==> src/rtl/secure_store_pkg.sv <==
//------------------------------------------------------------------------------
// Module   : secure_store_pkg
// Purpose  : Shared definitions for the secure bank store controller.
//            Contains the state encodings, the default password and the
//            helper functions used to size counters and the bank selector.
// Ports    : none (package)
// Revision : 1.0 - initial release
//------------------------------------------------------------------------------
`default_nettype none

package secure_store_pkg;

  // State encoding. The gap at 010/011 is kept free on purpose because the
  // display logic decodes bit 2 as "busy / protected".
  localparam int unsigned c_STATE_W = 3;
  localparam logic [2:0] c_ST_IDLE    = 3'b000;
  localparam logic [2:0] c_ST_ACTIVE  = 3'b001;
  localparam logic [2:0] c_ST_LOCKOUT = 3'b100;
  localparam logic [2:0] c_ST_REQUEST = 3'b101;
  localparam logic [2:0] c_ST_STORE   = 3'b110;
  localparam logic [2:0] c_ST_ERROR   = 3'b111;

  // Default accepted password; zero-extended to the data width by users.
  localparam logic [3:0] c_DEFAULT_PASSWORD = 4'b1101;

  // Ceiling log2; clog2(1) == 0.
  function automatic int unsigned clog2(input int unsigned value);
    int unsigned res;
    res = 0;
    for (int unsigned v = 1; v < value; v = v << 1) begin
      res = res + 1;
    end
    return res;
  endfunction

  // Width of a counter that must hold 0 .. n-1, never narrower than 1 bit.
  function automatic int unsigned cnt_w(input int unsigned n);
    return (n <= 1) ? 1 : clog2(n);
  endfunction

endpackage

`default_nettype wire

==> src/rtl/secure_bank_store_if.sv <==
//------------------------------------------------------------------------------
// Module   : secure_bank_store_if
// Purpose  : Bundles the front-panel inputs and the readback/status outputs
//            of the secure bank store.
// Signals  : enable        - session enable (level)
//            confirm       - confirm button (level, edge-detected in the DUT)
//            pass_data     - password or data word, DATA_W bits
//            bank_data     - NUM_BANKS*DATA_W bank contents, bank i at
//                            [i*DATA_W +: DATA_W]
//            bank_valid    - bit i set once bank i has been written
//            current_state - 3-bit state encoding
//            fail_count    - consecutive wrong-password count
//            locked        - high while in lockout
//            store_pulse   - high for the single store cycle
// Modports : master - front panel / test driver
//            slave  - the controller
// Revision : 1.0 - initial release
//------------------------------------------------------------------------------
`default_nettype none

interface secure_bank_store_if #(
  parameter int DATA_W    = 4,
  parameter int NUM_BANKS = 2
);
  logic                          enable;
  logic                          confirm;
  logic [DATA_W-1:0]             pass_data;
  logic [NUM_BANKS*DATA_W-1:0]   bank_data;
  logic [NUM_BANKS-1:0]          bank_valid;
  logic [2:0]                    current_state;
  logic [3:0]                    fail_count;
  logic                          locked;
  logic                          store_pulse;

  modport master (
    output enable, confirm, pass_data,
    input  bank_data, bank_valid, current_state, fail_count, locked, store_pulse
  );

  modport slave (
    input  enable, confirm, pass_data,
    output bank_data, bank_valid, current_state, fail_count, locked, store_pulse
  );
endinterface

`default_nettype wire

==> src/rtl/bank_register_file.sv <==
//------------------------------------------------------------------------------
// Module   : bank_register_file
// Purpose  : NUM_BANKS x DATA_W storage registers with a single write port.
//            Each bank carries a sticky valid bit set on its first write.
// Ports    : clk          - clock, rising edge
//            reset        - asynchronous active-high reset
//            i_we         - write enable
//            i_sel        - bank selector, SEL_W bits
//            i_wdata      - write data, DATA_W bits
//            o_bank_data  - flattened bank contents, bank i at [i*DATA_W +: DATA_W]
//            o_bank_valid - per-bank written flag
// Revision : 1.0 - initial release
//------------------------------------------------------------------------------
`default_nettype none

module bank_register_file #(
  parameter int DATA_W    = 4,
  parameter int NUM_BANKS = 2,
  parameter int SEL_W     = 1
) (
  input  wire logic                        clk,
  input  wire logic                        reset,
  input  wire logic                        i_we,
  input  wire logic [SEL_W-1:0]            i_sel,
  input  wire logic [DATA_W-1:0]           i_wdata,
  output logic      [NUM_BANKS*DATA_W-1:0] o_bank_data,
  output logic      [NUM_BANKS-1:0]        o_bank_valid
);

  for (genvar gi = 0; gi < NUM_BANKS; gi++) begin : g_bank
    logic [DATA_W-1:0] r_word;
    logic              r_valid;
    logic              w_hit;

    assign w_hit = i_we && (i_sel == SEL_W'(gi));

    always_ff @(posedge clk or posedge reset) begin
      if (reset) begin
        r_word  <= '0;
        r_valid <= 1'b0;
      end else if (w_hit) begin
        r_word  <= i_wdata;
        r_valid <= 1'b1;
      end
    end

    assign o_bank_data[gi*DATA_W +: DATA_W] = r_word;
    assign o_bank_valid[gi]                 = r_valid;
  end

endmodule

`default_nettype wire

==> src/rtl/secure_bank_store.sv <==
//------------------------------------------------------------------------------
// Module   : secure_bank_store
// Purpose  : Password-gated data capture controller. A confirmed correct
//            password opens a request window; the next confirmed word is
//            written into the bank chosen by its low SEL_W bits. Wrong
//            passwords are counted and MAX_TRIES in a row force a timed
//            lockout. The request window closes after TIMEOUT_CYCLES.
// Ports    : clk   - clock, rising edge
//            reset - asynchronous active-high reset
//            bus   - secure_bank_store_if.slave (front-panel inputs,
//                    bank readback and status outputs)
// Revision : 1.0 - initial release
//------------------------------------------------------------------------------
`default_nettype none

module secure_bank_store
  import secure_store_pkg::*;
#(
  parameter int                DATA_W         = 4,
  parameter int                NUM_BANKS      = 2,
  parameter logic [DATA_W-1:0] PASSWORD       = DATA_W'(c_DEFAULT_PASSWORD),
  parameter int                MAX_TRIES      = 3,
  parameter int                LOCK_CYCLES    = 16,
  parameter int                TIMEOUT_CYCLES = 32
) (
  input wire logic              clk,
  input wire logic              reset,
  secure_bank_store_if.slave    bus
);

  localparam int c_SEL_W = int'(clog2(NUM_BANKS));
  localparam int c_TMR_W = int'(cnt_w(TIMEOUT_CYCLES));
  localparam int c_LCK_W = int'(cnt_w(LOCK_CYCLES));

  logic [2:0]          r_state;
  logic [2:0]          w_next_state;
  logic                r_confirm_q;
  logic [3:0]          r_fail_count;
  logic [c_TMR_W-1:0]  r_timer;
  logic [c_LCK_W-1:0]  r_lock_timer;
  logic [DATA_W-1:0]   r_data_to_store;

  logic                w_confirm_evt;
  logic                w_pw_ok;
  logic [3:0]          w_fail_inc;
  logic                w_timeout_hit;
  logic                w_lock_done;
  logic                w_store;
  logic                w_locked;

  // A held button yields a single event on its rising edge.
  assign w_confirm_evt = bus.confirm & ~r_confirm_q;
  assign w_pw_ok       = (bus.pass_data == PASSWORD);
  assign w_fail_inc    = r_fail_count + 4'd1;
  assign w_timeout_hit = (r_timer == c_TMR_W'(TIMEOUT_CYCLES - 1));
  assign w_lock_done   = (r_lock_timer == c_LCK_W'(LOCK_CYCLES - 1));

  //--------------------------------------------------------------------------
  // State register
  //--------------------------------------------------------------------------
  always_ff @(posedge clk or posedge reset) begin
    if (reset) begin
      r_state <= c_ST_IDLE;
    end else begin
      r_state <= w_next_state;
    end
  end

  //--------------------------------------------------------------------------
  // Next-state logic. Order of tests inside each state encodes priority:
  // lockout hold, then !enable, then confirm event, then timeout.
  //--------------------------------------------------------------------------
  always_comb begin
    w_next_state = r_state;
    case (r_state)
      c_ST_IDLE: begin
        if (bus.enable) w_next_state = c_ST_ACTIVE;
      end
      c_ST_ACTIVE: begin
        if (!bus.enable) begin
          w_next_state = c_ST_IDLE;
        end else if (w_confirm_evt) begin
          if (w_pw_ok)                         w_next_state = c_ST_REQUEST;
          else if (w_fail_inc == 4'(MAX_TRIES)) w_next_state = c_ST_LOCKOUT;
          else                                 w_next_state = c_ST_ERROR;
        end
      end
      c_ST_REQUEST: begin
        if (!bus.enable)        w_next_state = c_ST_IDLE;
        else if (w_confirm_evt) w_next_state = c_ST_STORE;
        else if (w_timeout_hit) w_next_state = c_ST_IDLE;
      end
      c_ST_STORE: begin
        w_next_state = c_ST_IDLE;
      end
      c_ST_ERROR: begin
        if (!bus.enable) w_next_state = c_ST_IDLE;
      end
      c_ST_LOCKOUT: begin
        // enable and confirm are deliberately not looked at here
        if (w_lock_done) w_next_state = c_ST_IDLE;
      end
      default: begin
        w_next_state = c_ST_IDLE;
      end
    endcase
  end

  //--------------------------------------------------------------------------
  // Output decode (from registered state only)
  //--------------------------------------------------------------------------
  always_comb begin
    w_store  = 1'b0;
    w_locked = 1'b0;
    case (r_state)
      c_ST_STORE:   w_store  = 1'b1;
      c_ST_LOCKOUT: w_locked = 1'b1;
      default: ;
    endcase
  end

  //--------------------------------------------------------------------------
  // Datapath: edge detector, fail counter, request and lockout timers,
  // captured data word.
  //--------------------------------------------------------------------------
  always_ff @(posedge clk or posedge reset) begin
    if (reset) begin
      r_confirm_q     <= 1'b0;
      r_fail_count    <= '0;
      r_timer         <= '0;
      r_lock_timer    <= '0;
      r_data_to_store <= '0;
    end else begin
      r_confirm_q <= bus.confirm;
      case (r_state)
        c_ST_ACTIVE: begin
          if (bus.enable && w_confirm_evt) begin
            if (w_pw_ok) begin
              r_fail_count <= '0;
              r_timer      <= '0;
            end else begin
              // Lock timer is primed on every miss; it only runs in lockout.
              r_fail_count <= w_fail_inc;
              r_lock_timer <= '0;
            end
          end
        end
        c_ST_REQUEST: begin
          if (bus.enable) begin
            if (w_confirm_evt)       r_data_to_store <= bus.pass_data;
            else if (!w_timeout_hit) r_timer         <= r_timer + c_TMR_W'(1);
          end
        end
        c_ST_LOCKOUT: begin
          if (w_lock_done) r_fail_count <= '0;
          else             r_lock_timer <= r_lock_timer + c_LCK_W'(1);
        end
        default: ;
      endcase
    end
  end

  //--------------------------------------------------------------------------
  // Bank storage: written on the edge that leaves STORE.
  //--------------------------------------------------------------------------
  bank_register_file #(
    .DATA_W    (DATA_W),
    .NUM_BANKS (NUM_BANKS),
    .SEL_W     (c_SEL_W)
  ) u_banks (
    .clk          (clk),
    .reset        (reset),
    .i_we         (w_store),
    .i_sel        (r_data_to_store[c_SEL_W-1:0]),
    .i_wdata      (r_data_to_store),
    .o_bank_data  (bus.bank_data),
    .o_bank_valid (bus.bank_valid)
  );

  assign bus.current_state = r_state;
  assign bus.fail_count    = r_fail_count;
  assign bus.locked        = w_locked;
  assign bus.store_pulse   = w_store;

endmodule

`default_nettype wire

==> src/flat_wrapper.sv <==
// flat-port wrapper written by rule: the top's interface ports become plain ports
module secure_bank_store_flat import secure_store_pkg::*;
#(
  parameter int                DATA_W         = 4,
  parameter int                NUM_BANKS      = 2,
  parameter logic [DATA_W-1:0] PASSWORD       = DATA_W'(c_DEFAULT_PASSWORD),
  parameter int                MAX_TRIES      = 3,
  parameter int                LOCK_CYCLES    = 16,
  parameter int                TIMEOUT_CYCLES = 32
)
  (clk, reset, bus_enable, bus_confirm, bus_pass_data, bus_bank_data, bus_bank_valid, bus_current_state, bus_fail_count, bus_locked, bus_store_pulse);
  secure_bank_store_if #(.DATA_W(DATA_W), .NUM_BANKS(NUM_BANKS)) bus_i ();
  input wire logic clk;
  input wire logic reset;
  input wire logic [$bits(bus_i.enable)-1:0] bus_enable;
  input wire logic [$bits(bus_i.confirm)-1:0] bus_confirm;
  input wire logic [$bits(bus_i.pass_data)-1:0] bus_pass_data;
  output wire logic [$bits(bus_i.bank_data)-1:0] bus_bank_data;
  output wire logic [$bits(bus_i.bank_valid)-1:0] bus_bank_valid;
  output wire logic [$bits(bus_i.current_state)-1:0] bus_current_state;
  output wire logic [$bits(bus_i.fail_count)-1:0] bus_fail_count;
  output wire logic [$bits(bus_i.locked)-1:0] bus_locked;
  output wire logic [$bits(bus_i.store_pulse)-1:0] bus_store_pulse;
  assign bus_i.enable = bus_enable;
  assign bus_i.confirm = bus_confirm;
  assign bus_i.pass_data = bus_pass_data;
  assign bus_bank_data = bus_i.bank_data;
  assign bus_bank_valid = bus_i.bank_valid;
  assign bus_current_state = bus_i.current_state;
  assign bus_fail_count = bus_i.fail_count;
  assign bus_locked = bus_i.locked;
  assign bus_store_pulse = bus_i.store_pulse;
  secure_bank_store #(.DATA_W(DATA_W), .NUM_BANKS(NUM_BANKS), .PASSWORD(PASSWORD), .MAX_TRIES(MAX_TRIES), .LOCK_CYCLES(LOCK_CYCLES), .TIMEOUT_CYCLES(TIMEOUT_CYCLES)) u_core (.clk(clk), .reset(reset), .bus(bus_i));
endmodule
==> config.mk <==
export PLATFORM = sky130hd
export DESIGN_NAME = secure_bank_store_flat
export DESIGN_NICKNAME = d
export VERILOG_FILES = /design/src/rtl/secure_store_pkg.sv /design/src/rtl/secure_bank_store_if.sv /design/src/rtl/bank_register_file.sv /design/src/rtl/secure_bank_store.sv /design/src/flat_wrapper.sv
export SDC_FILE = /design/constraint.sdc
export NUM_CORES = 1
export LEC_CHECK = 0
export BUFFER_PORTS_ARGS = -buffer_cell sky130_fd_sc_hd__buf_2
export CORE_AREA = 10 10 67 69
export DETAILED_ROUTE_END_ITERATION = 8
export DIE_AREA = 0 0 77 79
export PLACE_DENSITY = 0.74
export SLEW_MARGIN = 30
export SYNTH_ARGS = -nofsm -noshare
export SYNTH_HDL_FRONTEND = slang
export SYNTH_SLANG_ARGS = --single-unit
==> constraint.sdc <==
create_clock -name clk -period 2.69 [get_ports clk]
set_clock_uncertainty 0.05 [all_clocks]
set_input_delay 0.538 -clock clk [delete_from_list [all_inputs] [get_ports clk]]
set_output_delay 0.538 -clock clk [all_outputs]
set_load 0.02 [all_outputs]
==> results of run 1 <==
[worst register-to-register path: stages, from the launching register on]
cell and delay, ps:
dfrtp_1 420, ha_1 240, and3_1 200, ha_1 230
or4b_4 580, or3_1 360, a21oi_1 150
[how the worst min path moves through the flow]
stage                                                               from                                             end  slack, ps  depth (start not counted)
after global placement    u_core.u_banks.g_bank[1].r_word[0]$_DFFE_PP0P_  u_core.u_banks.g_bank[1].r_word[0]$_DFFE_PP0P_        390                          1
final                                                              reset              u_core.r_lock_timer[3]$_DFFE_PP0P_        200                          3
after detailed placement  u_core.u_banks.g_bank[1].r_word[0]$_DFFE_PP0P_  u_core.u_banks.g_bank[1].r_word[0]$_DFFE_PP0P_        410                          1
after floorplan             u_core.u_banks.g_bank[1].r_valid$_DFFE_PP0P_    u_core.u_banks.g_bank[1].r_valid$_DFFE_PP0P_        390                          1
after CTS                                                          reset    u_core.u_banks.g_bank[0].r_valid$_DFFE_PP0P_        200                          3
after global routing                                               reset           u_core.r_data_to_store[2]$_DFFE_PP0P_        220                          3
[sequential cells by signal, indices dropped and copies added (netlist names)]
name and flops:
u_core.bus.current_state 3, u_core.bus.fail_count 4, u_core.r_confirm_q 1, u_core.r_data_to_store 4
u_core.r_lock_timer 4, u_core.r_timer 5, u_core.u_banks.g_bank.r_valid 2, u_core.u_banks.g_bank.r_word 8
[metal layers]
| metal | vias up | part of all wire (%) | track usage [%] |
|---|---|---|---|
| met1 | 543 | 44 | 13.0 |
| met4 | 0 | 1.4 | 4.38 |
| met3 | 5 | 6.9 | 4.73 |
| li1 | 566 | - | - |
| met5 | - | 0 | 0 |
| met2 | 31 | 48 | 18.0 |
[metrics by stage]
stage / std cells / setup WS, ps
after global placement: 209 / 525
after detailed placement: 209 / 416
after global routing: 217 / 208
after CTS: 217 / 342
after floorplan: 142 / 559
final: 217 / 377
[final cells by class]
class	instances	share of cell area [%]
flip-flops and latches	31	44.1
clock inverters	3	1.14
multi-input cells	100	40.5
inverters	5	1.07
well taps	46	3.27
repair buffers	27	7.82
clock buffers	5	2.13
[cell families (layout without fill, tap and decap cells)]
| family | count (synthesis) | after routing | synth area share [%] |
|---|---|---|---|
| buffers and inverters | 11 | 40 | 3.72 |
| XOR/XNOR | 2 | 2 | 1.13 |
| adder cells (fa/ha/maj) | 5 | 5 | 4.05 |
| multiplexers | 14 | 14 | 9.96 |
| AO/OA/AOI/OAI | 19 | 19 | 8.50 |
| AND/OR/NAND/NOR | 60 | 60 | 22.4 |
| flip-flops | 31 | 31 | 50.2 |
[report_power, final]
part,total [mW],switching (mW),internal [mW]
combinational,0.407,0.215,0.192
clock,0.274,0.174,0.0996
sequential,0.742,0.147,0.595
[layout by cell type, fill, tap and decap left out, types with 3 or more instances in the layout]
| cell | synthesis | routed |
|---|---|---|
| dfrtp_1 | 31 | 31 |
| nor2_1 | 11 | 11 |
| nand2_1 | 11 | 11 |
| clkbuf_4 | 0 | 5 |
| ha_1 | 5 | 5 |
| and3_1 | 3 | 3 |
| inv_1 | 5 | 5 |
| mux2_2 | 11 | 11 |
| nand2b_1 | 3 | 3 |
| mux2i_1 | 3 | 3 |
| nand3_1 | 10 | 10 |
| o21ai_0 | 5 | 5 |
| nor3b_1 | 4 | 4 |
| a21oi_1 | 3 | 3 |
| buf_2 | 1 | 26 |
| o221ai_1 | 3 | 3 |
==> reports/qor.txt, run 1 <==
Total CTS buffers -> 5
Crit Path Class -> reg2out
Die Span X -> 77 µm
Port bufs -> 26
Initial Utilization -> 47.8%
Die area -> 6080 µm²
Post-synth EDFFs -> 0
Filler Cells Inserted -> 301
Post-synthesis cell area -> 1550 µm²
Top FF cell, synth -> dfrtp_1
CTS max path bufs -> 2
Most frequent cell after synthesis -> dfrtp_1
Async SR Flop Fraction -> 100%
Cells after synthesis -> 142
FF/Latch Area -> 776 µm²
# DRC -> 0
First-pass GRT wire length -> 5480 µm
Synth Area per Inst -> 10.9 µm²
Drt initial violations -> 72
R2R Setup Slk -> 390 ps
Leak Pwr -> 0.911 nW
Top Ports -> 27
Register bit count reported by yosys -> 31
DP HPWL -> 2450 µm
CP cell instances -> nor3b_1, buf_2
Status -> complete, no violations
Tot Pwr -> 1.42 mW
Cell family with most CP delay -> flip-flops
GRT Resource Usage Total -> 11.2%
Crit path buf inv count -> 1
CTS clk-pin slew, worst paths -> 110 ps
CTS tree -> built
Largest area contributor in the netlist -> dfrtp_1
Data required, critical path -> 2100 ps
Root Driver -> clkbuf_4
Vias in the first global route -> 1169
GRT overflow -> 0
Cell Area, Placed -> 1700 µm²
Largest cells by area after synthesis -> dfrtp_1, mux2_2, ha_1, nand3_1, nand2_1
Layout cells sized above 1 -> 29.8%
Distinct cells, synth -> 41
Worst R2R Start -> u_core.r_timer[0]$_DFFE_PP0P_
Fmax -> 0.432 GHz
CP Max Fanout -> 12
Critical Path End -> bus_locked
Final setup fails -> 0
Worst-Skew Late Latency -> 340 ps
Die Ht -> 79 µm
Initial antenna violation count -> 0
Final worst path period share -> 86.0%
Final net count -> 183
Worst Tran Pin Value -> 590 ps
Post-Route Setup TNS -> 0 ps
DR WL/cell -> 15.0 µm
Post-route ant nets -> 0
H-tree depth -> 2
Max incr delay on CP -> 570 ps
Hold Path Class -> in2async
Post-CTS Setup Inserts -> 0
Ant diodes -> 0
Pwr/cell area -> 809 nW/µm²
CP Depth -> 2
VDD IR max -> 0.452 mV
RSZ-0062 raised after global routing -> false
Final Core Density -> 54.4%
Total Wirelength -> 3260 µm
Min Tclk post-route -> 2310 ps
Critical Path Source Type -> flip-flop
Clock sinks -> 31
Row count -> 21
Core area -> 3230 µm²
R2R Path End -> u_core.r_timer[3]$_DFFE_PP0P_
CP Launch Point -> u_core.bus.current_state[2]$_DFFE_PP0P_
CTS resizes -> 0
CP Data Arrival Time -> 1720 ps
Critical Path Slowest Stage Cell -> dfrtp_1
TritonRoute pass-1 iters -> 4
# hold bufs at CTS -> 0
Post-synthesis sequential area ratio -> 50.2%
Final GP Congestion -> 0.773
Area of the multi-input gates -> 712 µm²
Largest net degree at the start of global routing -> 32
Crit. End Element -> output pin
Worst Reg-to-Reg Cells -> 6
Hold slack -> 201 ps
Slew margin rel. -> 60.6%
Final Hold Vio Count -> 0
Layout Cell Area excl Fill -> 1760 µm²
P&R area growth vs syn -> 13.8%
Routed vias -> 1145
Mapped Nets -> 155
Post-synth top area share -> 50.2%
Max-cap violations -> 0
Slew Limit Fails -> 0
Yosys Warn Count -> 0
Synth top cells by count -> dfrtp_1, mux2_2, nand2_1, nor2_1, nand3_1
Routed vias/inst -> 5.28
No activity file was read; power rests on OpenSTA's default activity.
==> run 2: changes to the inputs <==
- CORE_AREA: 10 10 67 69 -> 10 10 57 82
- DIE_AREA: 0 0 77 79 -> 0 0 67 92
- PLACE_DENSITY: 0.74 -> 0.73
==> reports/qor.txt, run 2 (same netlist as run 1, synthesis figures left out) <==
Die Span X -> 67 µm
Worst-Skew Late Latency -> 280 ps
Die Ht -> 92 µm
Commonest non-fill, non-tap cell in the layout -> dfrtp_1
Post-CTS Setup Inserts -> 0
Total Wirelength -> 3200 µm
Largest net degree at the start of global routing -> 32
Slew Limit Fails -> 0
Clock sinks -> 31
Layout cells sized above 1 -> 29.8%
P&R area growth vs syn -> 16.5%
Pwr/cell area -> 865 nW/µm²
Worst R2R Start -> u_core.r_timer[0]$_DFFE_PP0P_
Post-Place Setup Slack -> 393 ps
Crit path buf inv count -> 0
Initial Utilization -> 47.0%
CTS tree -> built
Layout Cells excl Fill -> 213
CTS clk-pin slew, worst paths -> 70 ps
Fmax -> 0.433 GHz
Commonest cells after routing, fill and taps aside -> dfrtp_1, buf_2, nand2_1, nor2_1, mux2_2
Final worst path period share -> 85.9%
Final net count -> 183
Hold Path Class -> in2async
Routed vias -> 1154
Worst Tran Pin Value -> 581 ps
Critical Path Slowest Stage Cell -> or4b_4
Crit Path Class -> reg2reg
# DRC -> 0
DP HPWL -> 2500 µm
Routed vias/inst -> 5.42
Row count -> 26
CTS max path bufs -> 2
RSZ-0062 raised after global routing -> false
Max FFs per register -> 8
Status -> complete, no violations
Worst setup margin -> 380 ps
DR WL/cell -> 15.0 µm
Post-route ant nets -> 0
Slew margin rel. -> 60.9%
Largest registers -> u_core.u_banks.g_bank.r_word (8), u_core.r_timer (5)
Crit. End Element -> flip-flop
Die area -> 6160 µm²
CP Data Arrival Time -> 2460 ps
CP Launch Point -> u_core.r_timer[0]$_DFFE_PP0P_
Final setup fails -> 0
Initial antenna violation count -> 0
Vias in the first global route -> 1207
Data required, critical path -> 2840 ps
Largest Register -> u_core.u_banks.g_bank.r_word
CTS resizes -> 0
Root Driver -> clkbuf_8
CP cell instances -> ha_1, and3_1, ha_1, or4b_4, or3_1, a21oi_1
Leak Pwr -> 0.934 nW
CP Max Fanout -> 5
Top Ports -> 27
Cell family with most CP delay -> simple AND/OR/NAND/NOR gates
Final Hold Vio Count -> 0
Min Tclk post-route -> 2310 ps
Critical Path Source Type -> flip-flop
Core area -> 3290 µm²
GRT Resource Usage Total -> 11.4%
Drt initial violations -> 62
VDD IR max -> 0.525 mV
Max-cap violations -> 0
H-tree depth -> 2
CP most frequent cell -> ha_1
# hold bufs at CTS -> 0
Total CTS buffers -> 5
Port bufs -> 26
Max incr delay on CP -> 570 ps
Filler Cells Inserted -> 294
Post-Route Setup TNS -> 0 ps
Placed cell count -> 205
GRT overflow -> 0
Ant diodes -> 0
TritonRoute pass-1 iters -> 4
Final GP Congestion -> 0.770
First-pass GRT wire length -> 5490 µm
run 2: cell types whose count changed in the layout (fill, tap and decap cells not counted), sizes merged:
cell	delta
clkbuf	+2
clkinv	-1
clkinvlp	-1
run 2: worst paths after layout:
| kind | slack, ps | endpoint | depth (start not counted) |
|---|---|---|---|
| max in group asynchronous | 2030 | u_core.r_timer[3]$_DFFE_PP0P_ | 3 |
| worst max-delay path | 380 | u_core.r_timer[3]$_DFFE_PP0P_ | 6 |
| worst max register to register | 380 | u_core.r_timer[3]$_DFFE_PP0P_ | 6 |
| worst min register to register | 420 | u_core.u_banks.g_bank[1].r_valid$_DFFE_PP0P_ | 1 |
| min in group clk | 340 | u_core.r_confirm_q$_DFF_PP0_ | 1 |
| worst min-delay path | 280 | u_core.u_banks.g_bank[1].r_word[0]$_DFFE_PP0P_ | 3 |
run 2: metrics by stage:
step | util (%) | hold slack, ps | total power [mW] | area [µm²]
2_1_floorplan | - | 386 | 1.05 | 1550
3_3_place_gp | 51.6 | 395 | 1.14 | 1700
3_5_place_dp | 51.6 | 401 | 1.17 | 1700
4_1_cts | 54.8 | 285 | 1.58 | 1800
5_1_grt | 54.8 | 304 | 1.67 | 1800
6_report | 54.8 | 275 | 1.56 | 1800
run 2: worst register-to-register path: cells and delay by family (launching register included):
kind                       cells  cell delay [ps]
AOI/OAI and AO/OA              1              160
and+or+nand+nor                3             1140
DFF                            1              410
adders and majority gates      2              470
run 2: final cells by class:
| class | count | area, µm² | share of cell area [%] |
|---|---|---|---|
| flip-flops and latches | 31 | 776 | 43.1 |
| well taps | 42 | 52.6 | 2.92 |
| multi-input cells | 100 | 712 | 39.5 |
| clock inverters | 1 | 7.51 | 0.417 |
| inverters | 5 | 18.8 | 1.04 |
| clock buffers | 7 | 96.3 | 5.35 |
| repair buffers | 27 | 138 | 7.64 |
run 2: metal layers:
| metal | track usage, % | part of all wire, % | vias up |
|---|---|---|---|
| li1 | - | - | 561 |
| met1 | 11.6 | 38 | 554 |
| met2 | 18.9 | 53 | 34 |
| met3 | 4.51 | 7.0 | 5 |
| met4 | 6.53 | 2.2 | 0 |
| met5 | 0 | 0 | - |
run 2: where the power goes:
part / internal, mW / switching (mW)
sequential: 0.596 / 0.155
combinational: 0.191 / 0.215
clock: 0.232 / 0.168
total: 1.02 / 0.538
==> run 3: changes to the inputs <==
- ABC_AREA: not set -> 1
- CORE_AREA: 10 10 57 82 -> 10 10 58 84
- DIE_AREA: 0 0 67 92 -> 0 0 68 94
==> reports/qor.txt, run 3 <==
Status -> complete, no violations
Drt initial violations -> 44
Most frequent cell after synthesis -> nand2_1
P&R area growth vs syn -> 16.8%
Top FF cell, synth -> dfrtp_1
Commonest non-fill, non-tap cell in the layout -> nand2_1
Async SR Flop Fraction -> 100%
Post-Route Setup TNS -> 0 ps
Layout cells sized above 1 -> 24.1%
Worst Tran Pin Value -> 385 ps
Filler Cells Inserted -> 347
Post-synth EDFFs -> 0
Post-synthesis sequential area ratio -> 47.5%
Die area -> 6390 µm²
First-pass GRT wire length -> 5460 µm
Met2 WL -> 1550 µm
DR WL/cell -> 11.6 µm
Core area -> 3380 µm²
Vias in the first global route -> 1224
CP Max Fanout -> 6
Final net count -> 244
CTS max path bufs -> 2
Leak Pwr -> 1.05 nW
Root Driver -> clkbuf_8
H-tree depth -> 2
Initial Utilization -> 48.3%
Worst-Skew Late Latency -> 280 ps
CP Data Arrival Time -> 1320 ps
Slew Limit Fails -> 0
Post-route ant nets -> 0
RSZ-0062 raised after global routing -> false
Synth Area per Inst -> 8.21 µm²
CTS tree -> built
Max FFs per register -> 8
Routed vias -> 1323
Synth top cells by count -> nand2_1, dfrtp_1, inv_1, nand3_1, o21ai_1
Yosys Warn Count -> 0
Largest registers -> u_core.u_banks.g_bank.r_word (8), u_core.r_timer (5)
Mapped Nets -> 212
Data required, critical path -> 2100 ps
Critical Path Slowest Stage Cell -> dfrtp_1
Crit. End Element -> output pin
FF/Latch Area -> 776 µm²
Cells after synthesis -> 199
VDD IR max -> 0.668 mV
Largest area contributor in the netlist -> dfrtp_1
CP cell instances -> inv_2, nand3_2, inv_2, buf_2
CP most frequent cell -> inv_2
Row count -> 26
Total CTS buffers -> 5
Post-CTS Setup Inserts -> 0
Register bit count reported by yosys -> 31
Largest net degree at the start of global routing -> 32
Clock sinks -> 31
Fmax -> 0.524 GHz
Area of the multi-input gates -> 727 µm²
Max-cap violations -> 0
Die Span X -> 68 µm
Max incr delay on CP -> 470 ps
Port bufs -> 26
Final Core Density -> 56.4%
Commonest cells after routing, fill and taps aside -> nand2_1, dfrtp_1, inv_1, buf_2, nand3_1
Distinct cells, synth -> 26
Ant diodes -> 0
Met3 wire len -> 210 µm
# hold bufs at CTS -> 0
Highest Signal Layer -> met4
CTS clk-pin slew, worst paths -> 60 ps
Post-synth top area share -> 47.5%
Final GP Congestion -> 0.878
Largest cells by area after synthesis -> dfrtp_1, nand2_1, inv_1, ha_1, nand3_1
Total Wirelength -> 3180 µm
Largest Register -> u_core.u_banks.g_bank.r_word
DP HPWL -> 2430 µm
CTS resizes -> 0
TritonRoute pass-1 iters -> 4
Met1 wire length -> 1360 µm
Crit Path Class -> reg2out
Final Hold Vio Count -> 0
Final setup fails -> 0
Critical Path Source Type -> flip-flop
Routed vias/inst -> 4.83
Top Ports -> 27
GRT overflow -> 0
Final worst path period share -> 71.0%
Pwr/cell area -> 912 nW/µm²
# DRC -> 0
Initial antenna violation count -> 0
Min Tclk post-route -> 1910 ps
GRT Resource Usage Total -> 11.1%
Die Ht -> 94 µm
Post-synthesis cell area -> 1630 µm²
Slew margin rel. -> 74.3%
Hold Path Class -> in2async
-- run 3: area by class of cell --
type	instances	share of cell area (%)
clock buffer	8	5.24
inverter	31	6.09
multi-input combinational	135	38.1
sequential	31	40.6
tap	42	2.75
timing repair buffer	27	7.21
-- run 3: per-layer routing --
metal  vias to the layer above  global-route usage, %
met4                         0                   5.56
li1                        692                      -
met2                        27                   16.9
met1                       598                   12.8
met5                         -                      0
met3                         6                   4.78
-- run 3: kinds of logic (layout without fill, tap and decap cells) --
kind of cell             Yosys count  after routing  share of synthesized area, %
adder cells (fa/ha/maj)            5              5                          3.83
AO/OA/AOI/OAI                     24             24                          8.12
flip-flops                        31             31                          47.5
XOR/XNOR                           2              2                          1.07
multiplexers                       2              2                          1.53
AND/OR/NAND/NOR                  102            102                          29.9
buffers and inverters             33             66                          8.04
-- run 3: critical path, delay by kind of cell, from the launching register on --
| kind | cells | cell delay, ps |
|---|---|---|
| buffers and inverters | 3 | 410 |
| AND/OR/NAND/NOR | 1 | 150 |
| flip-flops | 1 | 470 |
-- run 3: worst paths after layout --
path,start,to,slack [ps],cells past startpoint
max in group asynchronous,reset,u_core.r_timer[2]$_DFFE_PP0P_,2040,3
min in group clk,bus_confirm,u_core.r_confirm_q$_DFF_PP0_,320,1
worst min register to register,u_core.u_banks.g_bank[1].r_word[0]$_DFFE_PP0P_,u_core.u_banks.g_bank[1].r_word[0]$_DFFE_PP0P_,410,2
worst max-delay path,u_core.bus.current_state[1]$_DFFE_PP0P_,bus_locked,780,4
worst max register to register,u_core.r_timer[0]$_DFFE_PP0P_,u_core.bus.current_state[2]$_DFFE_PP0P_,1080,12
worst min-delay path,reset,u_core.bus.fail_count[1]$_DFFE_PP0P_,270,3
-- run 3: through the flow --
step,setup WS [ps],power (mW),instances,hold slack (ps),instance area [µm²]
finish,780,1.74,274,271,1910
global route,673,1.88,274,302,1910
CTS,772,1.76,274,278,1910
detailed placement,1050,1.36,266,398,1810
global placement,1060,1.35,266,393,1810
floorplan,1150,1.19,199,386,1630
-- run 3: power breakdown --
group / leakage, nW / internal (mW) / switching (mW)
sequential: 0.416 / 0.581 / 0.120
clock: 0.0515 / 0.233 / 0.163
combinational: 0.580 / 0.224 / 0.420
total: 1.05 / 1.04 / 0.703
